**src/rtl/vga_console_pkg.sv**
```systemverilog
// Shared types and constants for the VGA console clear/scroll engine.
// Map geometry, register offsets, the sequencer states and the CFG register layout.
package vga_console_pkg;

    localparam int ROW_WORDS = 20;
    localparam int ROWS      = 30;
    localparam int MAP_WORDS = ROW_WORDS * ROWS;

    typedef enum logic [2:0] {
        ST_IDLE,
        ST_CLR,
        ST_SCR_RD,
        ST_SCR_CAP,
        ST_SCR_WR,
        ST_FILL,
        ST_DONE
    } state_t;

    localparam logic [11:0] REG_CMD    = 12'h000;
    localparam logic [11:0] REG_CFG    = 12'h004;
    localparam logic [11:0] REG_STATUS = 12'h008;

    localparam logic [1:0] MAP_CHAR = 2'b00;
    localparam logic [1:0] MAP_COL  = 2'b01;
    localparam logic [1:0] REG_WIN  = 2'b11;

    // Packed so that it lines up with CFG bits [16:0].
    typedef struct packed {
        logic       ie;
        logic [7:0] fill_col;
        logic [7:0] fill_char;
    } cfg_t;

    localparam cfg_t CFG_RESET = '{ie: 1'b0, fill_col: 8'h0F, fill_char: 8'h20};

    function automatic logic [31:0] map_addr(input logic [1:0] sel, input logic [9:0] word);
        return {18'b0, sel, word, 2'b00};
    endfunction

endpackage

```
**src/rtl/vga_console_if.sv**
```systemverilog
// Simple request/response bus shared by the CPU port and the VGA controller port.
// Read data is returned one cycle after a granted read.
interface vga_bus_if;
    logic        req;
    logic        we;
    logic [3:0]  be;
    logic [31:0] addr;
    logic [31:0] wdata;
    logic [31:0] rdata;

    modport master (output req, we, be, addr, wdata, input rdata);
    modport slave  (input req, we, be, addr, wdata, output rdata);
endinterface

```
**src/rtl/vga_console_fsm.sv**
```systemverilog
// Clear/scroll sequencer: walks the char map then the colour map one word per granted cycle.
// Stalls (grant low) only hold the current access; nothing is skipped or repeated.
module vga_console_fsm
    import vga_console_pkg::*;
#(
    parameter int ROW_WORDS = vga_console_pkg::ROW_WORDS,
    parameter int MAP_WORDS = vga_console_pkg::MAP_WORDS
) (
    input  logic        clk_i,
    input  logic        rst_ni,
    input  logic        start_clear,
    input  logic        start_scroll,
    input  logic        grant,
    input  cfg_t        fill,
    input  logic [31:0] rdata,
    output logic        eng_req,
    output logic        eng_we,
    output logic [31:0] eng_addr,
    output logic [31:0] eng_wdata,
    output logic        busy,
    output logic        done_set
);

    localparam logic [9:0] LAST_WORD   = 10'(MAP_WORDS - 1);
    localparam logic [9:0] LAST_SCROLL = 10'(MAP_WORDS - ROW_WORDS - 1);
    localparam logic [9:0] FILL_FIRST  = 10'(MAP_WORDS - ROW_WORDS);
    localparam logic [9:0] ROW_STEP    = 10'(ROW_WORDS);

    state_t      state_q, state_d;
    logic        map_q, map_d;
    logic [9:0]  word_q, word_d;
    logic [31:0] buf_q, buf_d;
    logic [1:0]  map_sel;
    logic [31:0] fill_word;
    logic        unused_ie;

    assign unused_ie = fill.ie;
    assign map_sel   = map_q ? MAP_COL : MAP_CHAR;
    assign fill_word = map_q ? {4{fill.fill_col}} : {4{fill.fill_char}};

    // NOTE: state registers take non-blocking assignments so every flop samples pre-edge values.
    always_ff @(posedge clk_i or negedge rst_ni) begin
        if (!rst_ni) begin
            state_q <= ST_IDLE;
            map_q   <= 1'b0;
            word_q  <= '0;
            buf_q   <= '0;
        end else begin
            state_q <= state_d;
            map_q   <= map_d;
            word_q  <= word_d;
            buf_q   <= buf_d;
        end
    end

    always_comb begin
        // NOTE: hold-value defaults first, so no path through the case leaves a latch behind.
        state_d = state_q;
        map_d   = map_q;
        word_d  = word_q;
        buf_d   = buf_q;
        case (state_q)
            ST_IDLE: begin
                if (start_clear) begin
                    state_d = ST_CLR;
                    map_d   = 1'b0;
                    word_d  = '0;
                end else if (start_scroll) begin
                    state_d = ST_SCR_RD;
                    map_d   = 1'b0;
                    word_d  = '0;
                end
            end
            ST_CLR: begin
                if (grant) begin
                    if (word_q == LAST_WORD) begin
                        word_d = '0;
                        if (map_q) state_d = ST_DONE;
                        else       map_d   = 1'b1;
                    end else begin
                        word_d = word_q + 10'd1;
                    end
                end
            end
            ST_SCR_RD:  if (grant) state_d = ST_SCR_CAP;
            ST_SCR_CAP: begin
                buf_d   = rdata;
                state_d = ST_SCR_WR;
            end
            ST_SCR_WR: begin
                if (grant) begin
                    if (word_q == LAST_SCROLL) begin
                        state_d = ST_FILL;
                        word_d  = FILL_FIRST;
                    end else begin
                        state_d = ST_SCR_RD;
                        word_d  = word_q + 10'd1;
                    end
                end
            end
            ST_FILL: begin
                if (grant) begin
                    if (word_q == LAST_WORD) begin
                        word_d = '0;
                        if (map_q) begin
                            state_d = ST_DONE;
                        end else begin
                            state_d = ST_SCR_RD;
                            map_d   = 1'b1;
                        end
                    end else begin
                        word_d = word_q + 10'd1;
                    end
                end
            end
            ST_DONE: state_d = ST_IDLE;
            default: state_d = ST_IDLE;
        endcase
    end

    always_comb begin
        eng_req   = 1'b0;
        eng_we    = 1'b0;
        eng_addr  = '0;
        eng_wdata = '0;
        case (state_q)
            ST_CLR, ST_FILL: begin
                eng_req   = 1'b1;
                eng_we    = 1'b1;
                eng_addr  = map_addr(map_sel, word_q);
                eng_wdata = fill_word;
            end
            ST_SCR_RD: begin
                eng_req  = 1'b1;
                eng_addr = map_addr(map_sel, word_q + ROW_STEP);
            end
            ST_SCR_WR: begin
                eng_req   = 1'b1;
                eng_we    = 1'b1;
                eng_addr  = map_addr(map_sel, word_q);
                eng_wdata = buf_q;
            end
            default: ;
        endcase
    end

    assign busy     = (state_q != ST_IDLE);
    assign done_set = (state_q == ST_DONE);

endmodule

```
**src/rtl/vga_console_engine.sv**
```systemverilog
// VGA console engine top: engine registers in the 0x3000 window, CPU-first bus arbiter
// towards the VGA controller, and the registered read-return path.
module vga_console_engine
    import vga_console_pkg::*;
#(
    parameter int ROW_WORDS = vga_console_pkg::ROW_WORDS,
    parameter int ROWS      = vga_console_pkg::ROWS
) (
    input  logic     clk_i,
    input  logic     rst_ni,
    vga_bus_if.slave  cpu,
    vga_bus_if.master vga,
    output logic     irq_o
);

    localparam int MAP_WORDS = ROW_WORDS * ROWS;

    cfg_t        cfg_q;
    logic        done_q;
    logic        map_rd_q, reg_rd_q;
    logic [31:0] reg_rdata_q, reg_val;
    logic        cpu_map, cpu_reg, reg_rd, cmd_wr, cfg_wr;
    logic [11:0] reg_off;
    logic        eng_req, eng_we, busy, done_set;
    logic [31:0] eng_addr, eng_wdata;
    logic        unused_bits;

    assign unused_bits = ^{cpu.addr[31:14], cpu.addr[1:0], cpu.wdata[31:17], cpu.be[3]};

    assign cpu_map = cpu.req && (cpu.addr[13:12] != REG_WIN);
    assign cpu_reg = cpu.req && (cpu.addr[13:12] == REG_WIN);
    assign reg_off = {cpu.addr[11:2], 2'b00};
    assign reg_rd  = cpu_reg && !cpu.we;
    assign cmd_wr  = cpu_reg && cpu.we && (reg_off == REG_CMD) && !busy;
    assign cfg_wr  = cpu_reg && cpu.we && (reg_off == REG_CFG);

    vga_console_fsm #(
        .ROW_WORDS (ROW_WORDS),
        .MAP_WORDS (MAP_WORDS)
    ) u_fsm (
        .clk_i        (clk_i),
        .rst_ni       (rst_ni),
        .start_clear  (cmd_wr && cpu.wdata[0]),
        .start_scroll (cmd_wr && cpu.wdata[1]),
        .grant        (!cpu_map),
        .fill         (cfg_q),
        .rdata        (vga.rdata),
        .eng_req      (eng_req),
        .eng_we       (eng_we),
        .eng_addr     (eng_addr),
        .eng_wdata    (eng_wdata),
        .busy         (busy),
        .done_set     (done_set)
    );

    always_comb begin
        reg_val = '0;
        case (reg_off)
            REG_CFG:    reg_val = {15'b0, cfg_q};
            REG_STATUS: reg_val = {30'b0, done_q, busy};
            default:    reg_val = '0;
        endcase
    end

    always_ff @(posedge clk_i or negedge rst_ni) begin
        if (!rst_ni) begin
            cfg_q       <= CFG_RESET;
            done_q      <= 1'b0;
            map_rd_q    <= 1'b0;
            reg_rd_q    <= 1'b0;
            reg_rdata_q <= '0;
        end else begin
            if (cfg_wr) begin
                if (cpu.be[0]) cfg_q.fill_char <= cpu.wdata[7:0];
                if (cpu.be[1]) cfg_q.fill_col  <= cpu.wdata[15:8];
                if (cpu.be[2]) cfg_q.ie        <= cpu.wdata[16];
            end
            // The sequencer is busy while in DONE, so a CMD write cannot coincide with done_set.
            if (cmd_wr)        done_q <= 1'b0;
            else if (done_set) done_q <= 1'b1;
            map_rd_q    <= cpu_map && !cpu.we;
            reg_rd_q    <= reg_rd;
            reg_rdata_q <= reg_rd ? reg_val : '0;
        end
    end

    always_comb begin
        if (cpu_map) begin
            vga.req   = 1'b1;
            vga.we    = cpu.we;
            vga.be    = cpu.be;
            vga.addr  = cpu.addr;
            vga.wdata = cpu.wdata;
        end else begin
            vga.req   = eng_req;
            vga.we    = eng_we;
            vga.be    = eng_req ? 4'hF : 4'h0;
            vga.addr  = eng_addr;
            vga.wdata = eng_wdata;
        end
    end

    always_comb begin
        if (map_rd_q)      cpu.rdata = vga.rdata;
        else if (reg_rd_q) cpu.rdata = reg_rdata_q;
        else               cpu.rdata = '0;
    end

    assign irq_o = done_q & cfg_q.ie;

endmodule

```
**src/flat_wrapper.sv**
```systemverilog
// flat-port wrapper written by rule: the top's interface ports become plain ports
module vga_console_engine_flat import vga_console_pkg::*;
#(
    parameter int ROW_WORDS = vga_console_pkg::ROW_WORDS,
    parameter int ROWS      = vga_console_pkg::ROWS
)
  (clk_i, rst_ni, irq_o, cpu_req, cpu_we, cpu_be, cpu_addr, cpu_wdata, cpu_rdata, vga_req, vga_we, vga_be, vga_addr, vga_wdata, vga_rdata);
  vga_bus_if cpu_i ();
  vga_bus_if vga_i ();
  input  logic clk_i;
  input  logic rst_ni;
  output logic irq_o;
  input wire logic [$bits(cpu_i.req)-1:0] cpu_req;
  input wire logic [$bits(cpu_i.we)-1:0] cpu_we;
  input wire logic [$bits(cpu_i.be)-1:0] cpu_be;
  input wire logic [$bits(cpu_i.addr)-1:0] cpu_addr;
  input wire logic [$bits(cpu_i.wdata)-1:0] cpu_wdata;
  output wire logic [$bits(cpu_i.rdata)-1:0] cpu_rdata;
  output wire logic [$bits(vga_i.req)-1:0] vga_req;
  output wire logic [$bits(vga_i.we)-1:0] vga_we;
  output wire logic [$bits(vga_i.be)-1:0] vga_be;
  output wire logic [$bits(vga_i.addr)-1:0] vga_addr;
  output wire logic [$bits(vga_i.wdata)-1:0] vga_wdata;
  input wire logic [$bits(vga_i.rdata)-1:0] vga_rdata;
  assign cpu_i.req = cpu_req;
  assign cpu_i.we = cpu_we;
  assign cpu_i.be = cpu_be;
  assign cpu_i.addr = cpu_addr;
  assign cpu_i.wdata = cpu_wdata;
  assign cpu_rdata = cpu_i.rdata;
  assign vga_req = vga_i.req;
  assign vga_we = vga_i.we;
  assign vga_be = vga_i.be;
  assign vga_addr = vga_i.addr;
  assign vga_wdata = vga_i.wdata;
  assign vga_i.rdata = vga_rdata;
  vga_console_engine #(.ROW_WORDS(ROW_WORDS), .ROWS(ROWS)) u_core (.clk_i(clk_i), .rst_ni(rst_ni), .cpu(cpu_i), .vga(vga_i), .irq_o(irq_o));
endmodule
```
**config.mk**
```make
export PLATFORM = sky130hd
export DESIGN_NAME = vga_console_engine_flat
export DESIGN_NICKNAME = d
export VERILOG_FILES = /design/src/rtl/vga_console_pkg.sv /design/src/rtl/vga_console_if.sv /design/src/rtl/vga_console_fsm.sv /design/src/rtl/vga_console_engine.sv /design/src/flat_wrapper.sv
export SDC_FILE = /design/constraint.sdc
export NUM_CORES = 1
export LEC_CHECK = 0
export ABC_CLOCK_PERIOD_IN_PS = 3050
export CORE_MARGIN = 10
export CORE_UTILIZATION = 65
export DETAILED_ROUTE_END_ITERATION = 6
export DONT_BUFFER_PORTS = 1
export PLACE_DENSITY_LB_ADDON = 0.15
export SLEW_MARGIN = 5
export SYNTH_ARGS = -nofsm -noshare
export SYNTH_HDL_FRONTEND = slang
export SYNTH_HIERARCHICAL = 1
export SYNTH_SLANG_ARGS = --single-unit
```
**constraint.sdc**
```tcl
create_clock -name clk_i -period 3.05 [get_ports clk_i]
set_input_delay 0.7625 -clock clk_i [delete_from_list [all_inputs] [get_ports clk_i]]
set_output_delay 0.7625 -clock clk_i [all_outputs]
set_load 0.01 [all_outputs]
```
# Word-level counts from Yosys, hierarchy flattened
# Cells that the tools add are included.
word_totals:
  wordCells: 105
  reg_bits: 98
  output_inout_bits: 103
  input_bits: 104
op_classes:
  add_sub_neg: 2
  mux: 42
  n_reduce_logical: 27
  n_eq_ne: 22
  n_bitwise: 1
op_table:
  columns: ["cell", "count"]
  rows:
  - ["32-bit 2-to-1 mux", 5]
  - ["32-bit one-hot mux with 2 select lines", 1]
  - ["10-bit 2-to-1 mux", 6]
  - ["17-bit one-hot mux with 2 select lines", 1]
  - ["3-bit 2-to-1 mux", 11]
  - ["10-bit one-hot mux with 3 select lines", 1]
  - ["14-bit one-hot mux with 2 select lines", 1]
  - ["10-bit equality test, second input constant", 2]
  - ["2-bit inequality test, second input constant", 9]
  - ["3-bit one-hot mux with 6 select lines", 1]
  - ["17-bit 2-to-1 mux", 1]
  - ["12-bit logical NOT", 1]
  - ["1-bit 2-to-1 mux", 11]
  - ["10-bit by 1-bit adder with 10-bit output, second input constant", 1]
  - ["10-bit by 5-bit adder with 10-bit output, second input constant", 1]
  - ["10-bit by 1-bit equality test with 1-bit output, second input constant", 1]
  - ["10-bit by 2-bit equality test with 1-bit output, second input constant", 1]
  - ["1-bit logical AND", 10]
  - ["3-bit equality test, second input constant", 3]
  - ["4-bit 2-to-1 mux", 2]
  - ["4-bit AND reduction", 2]
  - ["8-bit AND reduction", 1]
  - ["3-bit by 2-bit equality test with 1-bit output, second input constant", 2]
  - ["2-bit AND reduction", 3]
  - ["other kinds (13)", 16]

# Logic depth before layout (Yosys ltp)
# Gate-level depths: netlist (run 1).
logic_depth:
  word_depth: 9
  depth_mapped: 11
  ltp_nobuf: 9

# Modules after synthesis
# Netlist (run 1), hierarchy kept.
modules_own_cells:
  columns: ["module", "area_each_um2", "cells_per_inst", "seq_area_each_um2", "n_inst"]
  rows:
  - ["vga_console_fsm", 3029.2, 312, 1151.1, 1]
  - ["vga_console_engine", 2557.5, 221, 932.1, 1]

# Least setup slack after synthesis (run 1)
# OpenSTA, ideal clock, no wires.
synth_timing:
  path_kind: "input to register"
  start: "input cpu_addr[7]"
  end: "register u_core.u_fsm.state_q[0]"
  setup_ps: 128
  path_buffers: 0
  t_required_ps: 2922
  path_stages: 7
  setup_slack_ps: 382
  arrival_ps: 2540
  cell_sequence: "nor4_4 > and4_2 > and2_1 > nor4_1 > o21ba_2 > a211o_1 > mux2_1"
synth_between:
  elab_chain_len: 6
  word_cells_on_any_way: 9
  cone_classes: "eq/ne: 1; mux: 2; reduce/logical: 6"
synth_lines:
  columns: ["element", "line", "source"]
  rows:
  - ["start: declaration", "flat_wrapper.sv:16", "input wire logic [$bits(cpu_i.addr)-1:0] cpu_addr;"]
  - ["12-bit logical NOT (*)", "vga_console_engine.sv:34", "assign cmd_wr = cpu_reg && cpu.we && (reg_off == REG_CMD) && !busy;"]
  - ["1-bit logical AND (*) (2 in series)", "vga_console_engine.sv:34", null]
  - ["1-bit logical AND (on tied branches)", "vga_console_engine.sv:43, vga_console_engine.sv:44", null]
  - ["3-bit inequality test (no source line) / 3-bit 2-to-1 mux (equally long branches)", null, null]
  - ["8-bit AND reduction (no source line) / 3-bit one-hot mux with 6 select lines (equally long branches)", null, null]
  - ["end signal: assignment", "vga_console_fsm.sv:49", "state_q <= state_d;"]
  - ["end: declaration", "vga_console_fsm.sv:29", "state_t state_q, state_d;"]
# Mark *: on every way between the ends. The rest lies on a longest branch, timed or not.
# A chain may end at the register's enable or synchronous reset.

# Worst setup path in the final report (run 1)
layout_timing:
  start: "register u_core.u_fsm.state_q[0]"
  end: "output vga_wdata[15]"
layout_between:
  elab_chain_len: 4
  word_cells_on_any_way: 6
  cone_classes: "eq/ne: 3; mux: 2; reduce/logical: 1"
layout_lines:
  columns: ["element", "line", "source"]
  rows:
  - ["3-bit equality test / 3-bit by 1-bit equality test with 1-bit output (equally long branches)", "vga_console_fsm.sv:126", "case (state_q)"]
  - ["2-bit OR reduction (no source line)", null, null]
  - ["32-bit one-hot mux with 2 select lines (*)", "vga_console_fsm.sv:126", null]
  - ["net u_core.eng_wdata[15]", "vga_console_engine.sv:25", "logic [31:0] eng_addr, eng_wdata;"]
  - ["32-bit 2-to-1 mux (*)", "vga_console_engine.sv:88", "if (cpu_map) begin"]
  - ["end: declaration", "flat_wrapper.sv:23", "output wire logic [$bits(vga_i.wdata)-1:0] vga_wdata;"]
# Mark *: on every way through the listed nets, which the timed path passes. The rest lies on a longest branch.

==> impl_metrics.yaml, run 1 <==
placed_design:
  place_congestion: 0.904
  dp_hpwl_um: 11400
  port_buffers: 0
  place_area_um2: 5570
  placed_cells: 613
routing:
  detailroute.via_count: 3976
  antenna_left: 0
  drtPass1Iterations: 4
  remaining_drc_errors: 0
  via_per_inst: 6.32
  wire_per_inst_um: 23.4
  wl_um: 14700
  drt-initial-drc-count: 295
yosys:
  ys_warn_count: 6
  ys.flop_type: "dfrtp_1"
  synth_top_family_by_area: "multiplexers"
  synthAdderAreaFrac_pct: 0.896
  synth_simple_gate_area_share_pct: 15.9
  avgSynthCellArea_um2: 10.5
  synth_edf_count: 0
  synth.area.mux_share_pct: 24.6
  synthXorXnorAreaFrac_pct: 0.941
  seq_area_frac_synth_pct: 37.3
  synth-compound-area-share_pct: 13.3
  ys_seq_elements: 83
  syn_inst: 533
  async_reset_ff_share_pct: 100
  ys_types: 65
  syn_area_um2: 5590
cts:
  clock_latency_ns: 0.34
  path_clk_slew_ns: 0.09
  cts_buffer_depth: 2
  cts_hold_buffers: 0
  root_buffer: "clkbuf_8"
  post_cts_buffers: 0
  cts_tree: "done"
  cts_buffers: 9
  cts_sinks: 83
  ctsResizeCount: 0
  cts_max_level: 3
layout:
  design_area_um2: 5740
  mostFrequentLayoutCells: "mux2_2 (114), dfrtp_1 (78), and2_1 (37), nand2_1 (32), a21o_1 (32)"
  final_common_cell: "mux2_2"
  layoutNonFillerInstCount: 629
  drive_above_1_share_pct: 31.3
  finalNetCount: 627
  area_delta_synth_final_pct: 2.82
  diodes: 0
floorplanning:
  fp-row-count: 33
  initial_utilization_pct: 67.3
  die_y_um: 113
  dieWidth_um: 113
  ios: 207
  core_area_um2: 8300
  dieArea_um2: 12700
power_and_ir_drop:
  peakVddDrop_mv: 0.311
  p_sw_share_pct: 38.2
  p_leak_nw: 2.73
  pwr_density_cell_nw_per_um2: 661
  p_switching_w: 0.00145
  pwr-share-seq_pct: 42.8
  intPower_w: 0.00235
  clkPwrFrac_pct: 19.0
  comb_power_share_pct: 38.2
worst_setup_path:
  crit_family: "simple AND/OR/NAND/NOR gates"
  cp_cell_sequence: "nand2b_1, nor2_1, a21o_1, mux2_2"
  cp_max_fo: 11
  path_class: "register to output pin"
  crit_arrival_ns: 2.15
  startpoint: "u_core/u_fsm/state_q[0]"
  critPathBufInv: 0
  crit_path_max_incr_delay_ns: 0.54
  required_ns: 2.29
  cpMaxStageDelayCell: "dfrtp_1"
  endpoint_kind: "output pin"
  cp-start-kind: "register"
  reg2reg_from: "u_core/u_fsm/state_q[0]"
sta:
  clock_skew_ns: 0.00618
  min_period_ns: 2.92
  drv_slew: 0
  rsz0062_at_grt: "false"
  setup_tns_ns: 0
  setup_viol: 0
  period_share_pct: 95.6
  max_freq_mhz: 343
  finalHoldViolations: 0
  relSlewSlack_pct: 40.1
  tightest_slew_ns: 0.898
global_route:
  grt_overflow_total: 0
  grtUsageTotal_pct: 22.1
  grt_pass1_vias: 4126
  grt_max_degree: 84
  antenna_found_initial: 0
  grt_first_pass_wirelength_um: 23100
hold_path:
  hp-class: "input port to async pin"
status:
  status: "finished, final reports clean"
run:
  maxCapViolCount: 0
[final timing paths]
check | depth (start not counted) | slack, ns | to
hold / removal | 0 | 0.10 | u_core/u_fsm/buf_q[18]
setup reg to reg | 9 | 0.49 | u_core/u_fsm/word_q[9]
setup / recovery | 4 | 0.13 | vga_wdata[15]
max in group asynchronous | 0 | 2.74 | u_core/cfg_q[11]
hold reg to reg | 1 | 0.50 | u_core/reg_rdata_q[2]
min in group clk_i | 1 | 0.47 | u_core/map_rd_q
[final cells by class]
type | instances | area (um^2)
multi-input cells | 403 | 3210
fillers | 649 | 2550
flip-flops and latches | 83 | 2080
well taps | 105 | 131
clock buffers | 10 | 128
repair buffers | 14 | 118
clock inverters | 6 | 48.8
inverters | 8 | 30.0
[metal layers]
| metal | wire [um] | track usage (%) |
|---|---|---|
| met1 | 5770 | 25.8 |
| met2 | 7370 | 37.6 |
| met3 | 1410 | 8.19 |
| met4 | 167 | 5.33 |
| met5 | 0 | 0 |
[state kept, by name (all words and copies together), names as in the netlist]
| signal | cells |
|---|---|
| u_core/u_fsm/buf_q | 32 |
| u_core/cfg_q | 17 |
| u_core/reg_rdata_q | 17 |
| u_core/u_fsm/word_q | 10 |
| u_core/u_fsm/state_q | 3 |
| u_core/done_q | 1 |
| u_core/map_rd_q | 1 |
| u_core/reg_rd_q | 1 |
| u_core/u_fsm/map_q | 1 |
[metrics by stage]
stage	hold slack [ns]	setup WS, ns	util (%)	power (W)
global placement	0.470	0.340	67.1	0.00304
detailed placement	0.470	0.248	67.1	0.00310
floorplan	0.463	0.382	-	0.00280
CTS	0.0926	0.147	69.2	0.00381
finish	0.104	0.133	69.2	0.00380
global route	0.0738	0.0118	69.2	0.00404
[power groups by stage]
stage                     Clock (W)  Sequential (W)  Combinational, W
after detailed placement          0         0.00164           0.00146
final                      0.000723         0.00163           0.00145
after global placement            0         0.00162           0.00142
after floorplan                   0         0.00151           0.00129
after global routing       0.000793         0.00166           0.00159
after CTS                  0.000734         0.00162           0.00146
[cells by family after synthesis]
group	Yosys count
DFF	83
adders and majority gates	4
muxes	123
and+or+nand+nor	150
AOI/OAI and AO/OA	99
other	1
xor gates and xnor gates	6
buffers and inverters	67
[cell usage after synthesis, types with 4 or more instances]
library cell | instances | share of area (%)
ha_1 | 4 | 0.90
nand2_1 | 32 | 2.2
clkbuf_1 | 15 | 1.0
dfrtp_1 | 78 | 35
nor2_1 | 25 | 1.7
o211ai_1 | 4 | 0.54
nand3_1 | 8 | 0.72
inv_1 | 7 | 0.47
o22ai_1 | 6 | 0.67
nor3_1 | 9 | 0.81
buf_4 | 23 | 3.1
buf_2 | 16 | 1.4
o21ai_1 | 4 | 0.36
nand4_1 | 7 | 0.78
mux2i_1 | 8 | 1.4
buf_6 | 4 | 0.81
and2_1 | 37 | 4.1
mux2_2 | 114 | 23
o21ai_0 | 8 | 0.72
o2111ai_1 | 4 | 0.63
a22o_1 | 16 | 2.5
a21o_1 | 32 | 4.3
dfstp_2 | 5 | 2.4
a21oi_1 | 7 | 0.63
Power figures use the tool's default switching activity.
==> inputs of run 2 (changes only) <==
--- a/config.mk
+++ b/config.mk
@@ -7,12 +7,11 @@
 export LEC_CHECK = 0
 export ABC_CLOCK_PERIOD_IN_PS = 3050
 export CORE_MARGIN = 10
-export CORE_UTILIZATION = 65
+export CORE_UTILIZATION = 40
 export DETAILED_ROUTE_END_ITERATION = 6
 export DONT_BUFFER_PORTS = 1
 export PLACE_DENSITY_LB_ADDON = 0.15
 export SLEW_MARGIN = 5
 export SYNTH_ARGS = -nofsm -noshare
 export SYNTH_HDL_FRONTEND = slang
-export SYNTH_HIERARCHICAL = 1
 export SYNTH_SLANG_ARGS = --single-unit
==> run 2 against run 1 <==
Net effect: final area fell by 6.1%; flip-flop and latch count did not move; cell count rose by 8.4%; clock power rose by 44%; global-route usage fell by 3.0 points; power rose by 7.3%; sequential share of layout area rose by 2.3 points; largest cell class unchanged; critical path depth rose by 1; fmax rose by 0.78%; wire length rose by 14%; highest routed layer unchanged; non-clock buffer count rose by 7.
==> impl_metrics.yaml, run 2 <==
routing:
  detailroute.via_count: 3984
  antenna_left: 0
  via_per_inst: 5.84
  drt-initial-drc-count: 299
  drtPass1Iterations: 4
  wire_per_inst_um: 24.6
  wl_um: 16800
  remaining_drc_errors: 0
worst_setup_path:
  cp_max_fo: 12
  cpMaxStageDelayCell: "dfrtp_1"
  ff2ff_path_depth: 6
  cp_cell_sequence: "mux2i_1, o21ai_0, buf_4, a21oi_1, nor2_1"
  endpoint_kind: "output pin"
  crit_path_max_incr_delay_ns: 0.80
  critPathBufInv: 1
  cp-start-kind: "register"
  required_ns: 2.29
  crit_family: "flip-flops"
  path_depth: 5
  crit_arrival_ns: 2.13
  path_class: "register to output pin"
global_route:
  grtUsageTotal_pct: 19.1
  antenna_found_initial: 0
  grt_pass1_vias: 4005
  grt_overflow_total: 0
  grt_max_degree: 84
  grt_first_pass_wirelength_um: 24900
sta:
  max_freq_mhz: 346
  tightest_slew_ns: 0.710
  finalHoldViolations: 0
  setup_viol: 0
  period_share_pct: 94.9
  rsz0062_at_grt: "false"
  relSlewSlack_pct: 52.7
  min_period_ns: 2.89
  holdWs_ns: 0.113
  clock_skew_ns: 0.00600
  drv_slew: 0
  setup_tns_ns: 0
yosys:
  syn_area_um2: 4880
  ys_seq_elements: 83
  yosys.area.top_type: "dfrtp_1"
  yosys-top-cells-count: "nor2_1 (94), dfrtp_1 (78), and2_1 (53)"
  ys_warn_count: 0
  avgSynthCellArea_um2: 9.22
  syn_inst: 529
  synth.top_cells.by_area: "dfrtp_1 (40%), mux2_2 (12%), nor2_1 (7.2%), and2_1 (6.8%), a21oi_1 (4.6%)"
  ys.flop_type: "dfrtp_1"
  async_reset_ff_share_pct: 100
  synth_most_common_cell: "nor2_1"
  seq_area_frac_synth_pct: 42.7
  syn_nets: 637
  ys_types: 48
  yosysTopAreaCellShare_pct: 40.0
  synth_edf_count: 0
cts:
  cts_buffers: 9
  cts_tree: "done"
  clock_latency_ns: 0.34
  cts_hold_buffers: 0
  cts_max_level: 3
  ctsResizeCount: 0
  root_buffer: "clkbuf_16"
  cts_sinks: 83
  path_clk_slew_ns: 0.06
  cts_buffer_depth: 2
  post_cts_buffers: 0
power_and_ir_drop:
  peakVddDrop_mv: 0.283
  power.total_w: 0.00408
  p_leak_nw: 2.35
  pwr_density_cell_nw_per_um2: 755
hold_path:
  hp-class: "input port to async pin"
placed_design:
  dp_hpwl_um: 12800
  placed_cells: 666
  port_buffers: 0
  place_congestion: 0.904
layout:
  area_delta_synth_final_pct: 10.7
  drive_above_1_share_pct: 19.8
  regMostFlops: "u_core.u_fsm.buf_q"
  diodes: 0
  layoutNonFillerInstCount: 682
  final_common_cell: "nor2_1"
  mostFrequentLayoutCells: "nor2_1 (93), dfrtp_1 (78), and2_1 (53), mux2_2 (50), a21oi_1 (45)"
  finalNetCount: 638
  top_regs: "u_core.u_fsm.buf_q: 32 flops, u_core.cfg_q: 17 flops, u_core.reg_rdata_q: 17 flops"
  largest_register_ffs: 32
floorplanning:
  core_area_um2: 12000
  die_y_um: 130
  dieWidth_um: 130
  initial_utilization_pct: 40.8
  dieArea_um2: 17000
  ios: 207
  fp-row-count: 40
run:
  maxCapViolCount: 0
status:
  status: "finished, final reports clean"
[run 2: layer usage]
| layer | global-route usage (%) | vias up | part of all wire [%] |
|---|---|---|---|
| li1 | - | 1873 | - |
| met1 | 22.8 | 1951 | 39 |
| met2 | 33.1 | 147 | 51 |
| met3 | 5.44 | 13 | 9.0 |
| met4 | 5.10 | 0 | 1.0 |
| met5 | 0 | - | 0 |
[run 2: final cells by class]
type / count / area (um^2)
flip-flops and latches: 83 / 2080
repair buffers: 21 / 170
fillers: 1188 / 6570
inverters: 5 / 18.8
clock buffers: 11 / 243
well taps: 147 / 184
multi-input cells: 410 / 2660
clock inverters: 5 / 36.3
[run 2: worst paths after layout]
check | start | end | slack, ns
setup / recovery | u_core.u_fsm.map_q | vga_wdata[26] | 0.16
hold / removal | rst_ni | u_core.u_fsm.buf_q[11] | 0.11
setup reg to reg | u_core.u_fsm.state_q[0] | u_core.u_fsm.word_q[4] | 0.77
hold reg to reg | u_core.cfg_q[16] | u_core.reg_rdata_q[16] | 0.50
max in group asynchronous | rst_ni | u_core.cfg_q[9] | 2.74
min in group clk_i | u_core.cfg_q[16] | u_core.reg_rdata_q[16] | 0.50
[run 2: power breakdown]
group / switching, W / leakage [nW] / internal, W
clock network: 0.000458 / 0.140 / 0.000577
logic: 0.000882 / 1.15 / 0.000602
registers: 0.000188 / 1.06 / 0.00137
[run 2: worst register-to-register path, stage by stage, from the launching register on]
cell and delay, ns:
dfrtp_1 0.47, buf_4 0.21, nor4_4 0.33, nand4_4 0.17, o32a_1 0.53, a21o_2 0.25, a22o_1 0.22
[run 2: logic make-up (layout without fill, tap and decap cells)]
logic type | count (synthesis) | count (layout) | share of synthesized area [%]
and+or+nand+nor | 224 | 224 | 23.7
AOI/OAI and AO/OA | 124 | 124 | 16.4
DFF | 83 | 83 | 42.7
muxes | 58 | 58 | 13.2
buffers and inverters | 36 | 42 | 2.98
adders and majority gates | 4 | 4 | 1.03
[run 2: through the flow]
step | cell area (um^2) | utilization, % | setup WS (ns)
after global routing | 5400 | 45.1 | 0.0580
after CTS | 5390 | 45.1 | 0.152
final | 5400 | 45.1 | 0.156
after global placement | 5110 | 42.8 | 0.482
after floorplan | 4880 | - | 0.543
after detailed placement | 5110 | 42.8 | 0.442
==> inputs of run 3 (changes only) <==
--- a/config.mk
+++ b/config.mk
@@ -10,6 +10,7 @@
 export CORE_UTILIZATION = 40
 export DETAILED_ROUTE_END_ITERATION = 6
 export DONT_BUFFER_PORTS = 1
+export HOLD_SLACK_MARGIN = 0.05
 export PLACE_DENSITY_LB_ADDON = 0.15
 export SLEW_MARGIN = 5
 export SYNTH_ARGS = -nofsm -noshare
==> results of run 3 <==
No change in the layout: final DEF, timing and power equal those of run 2.
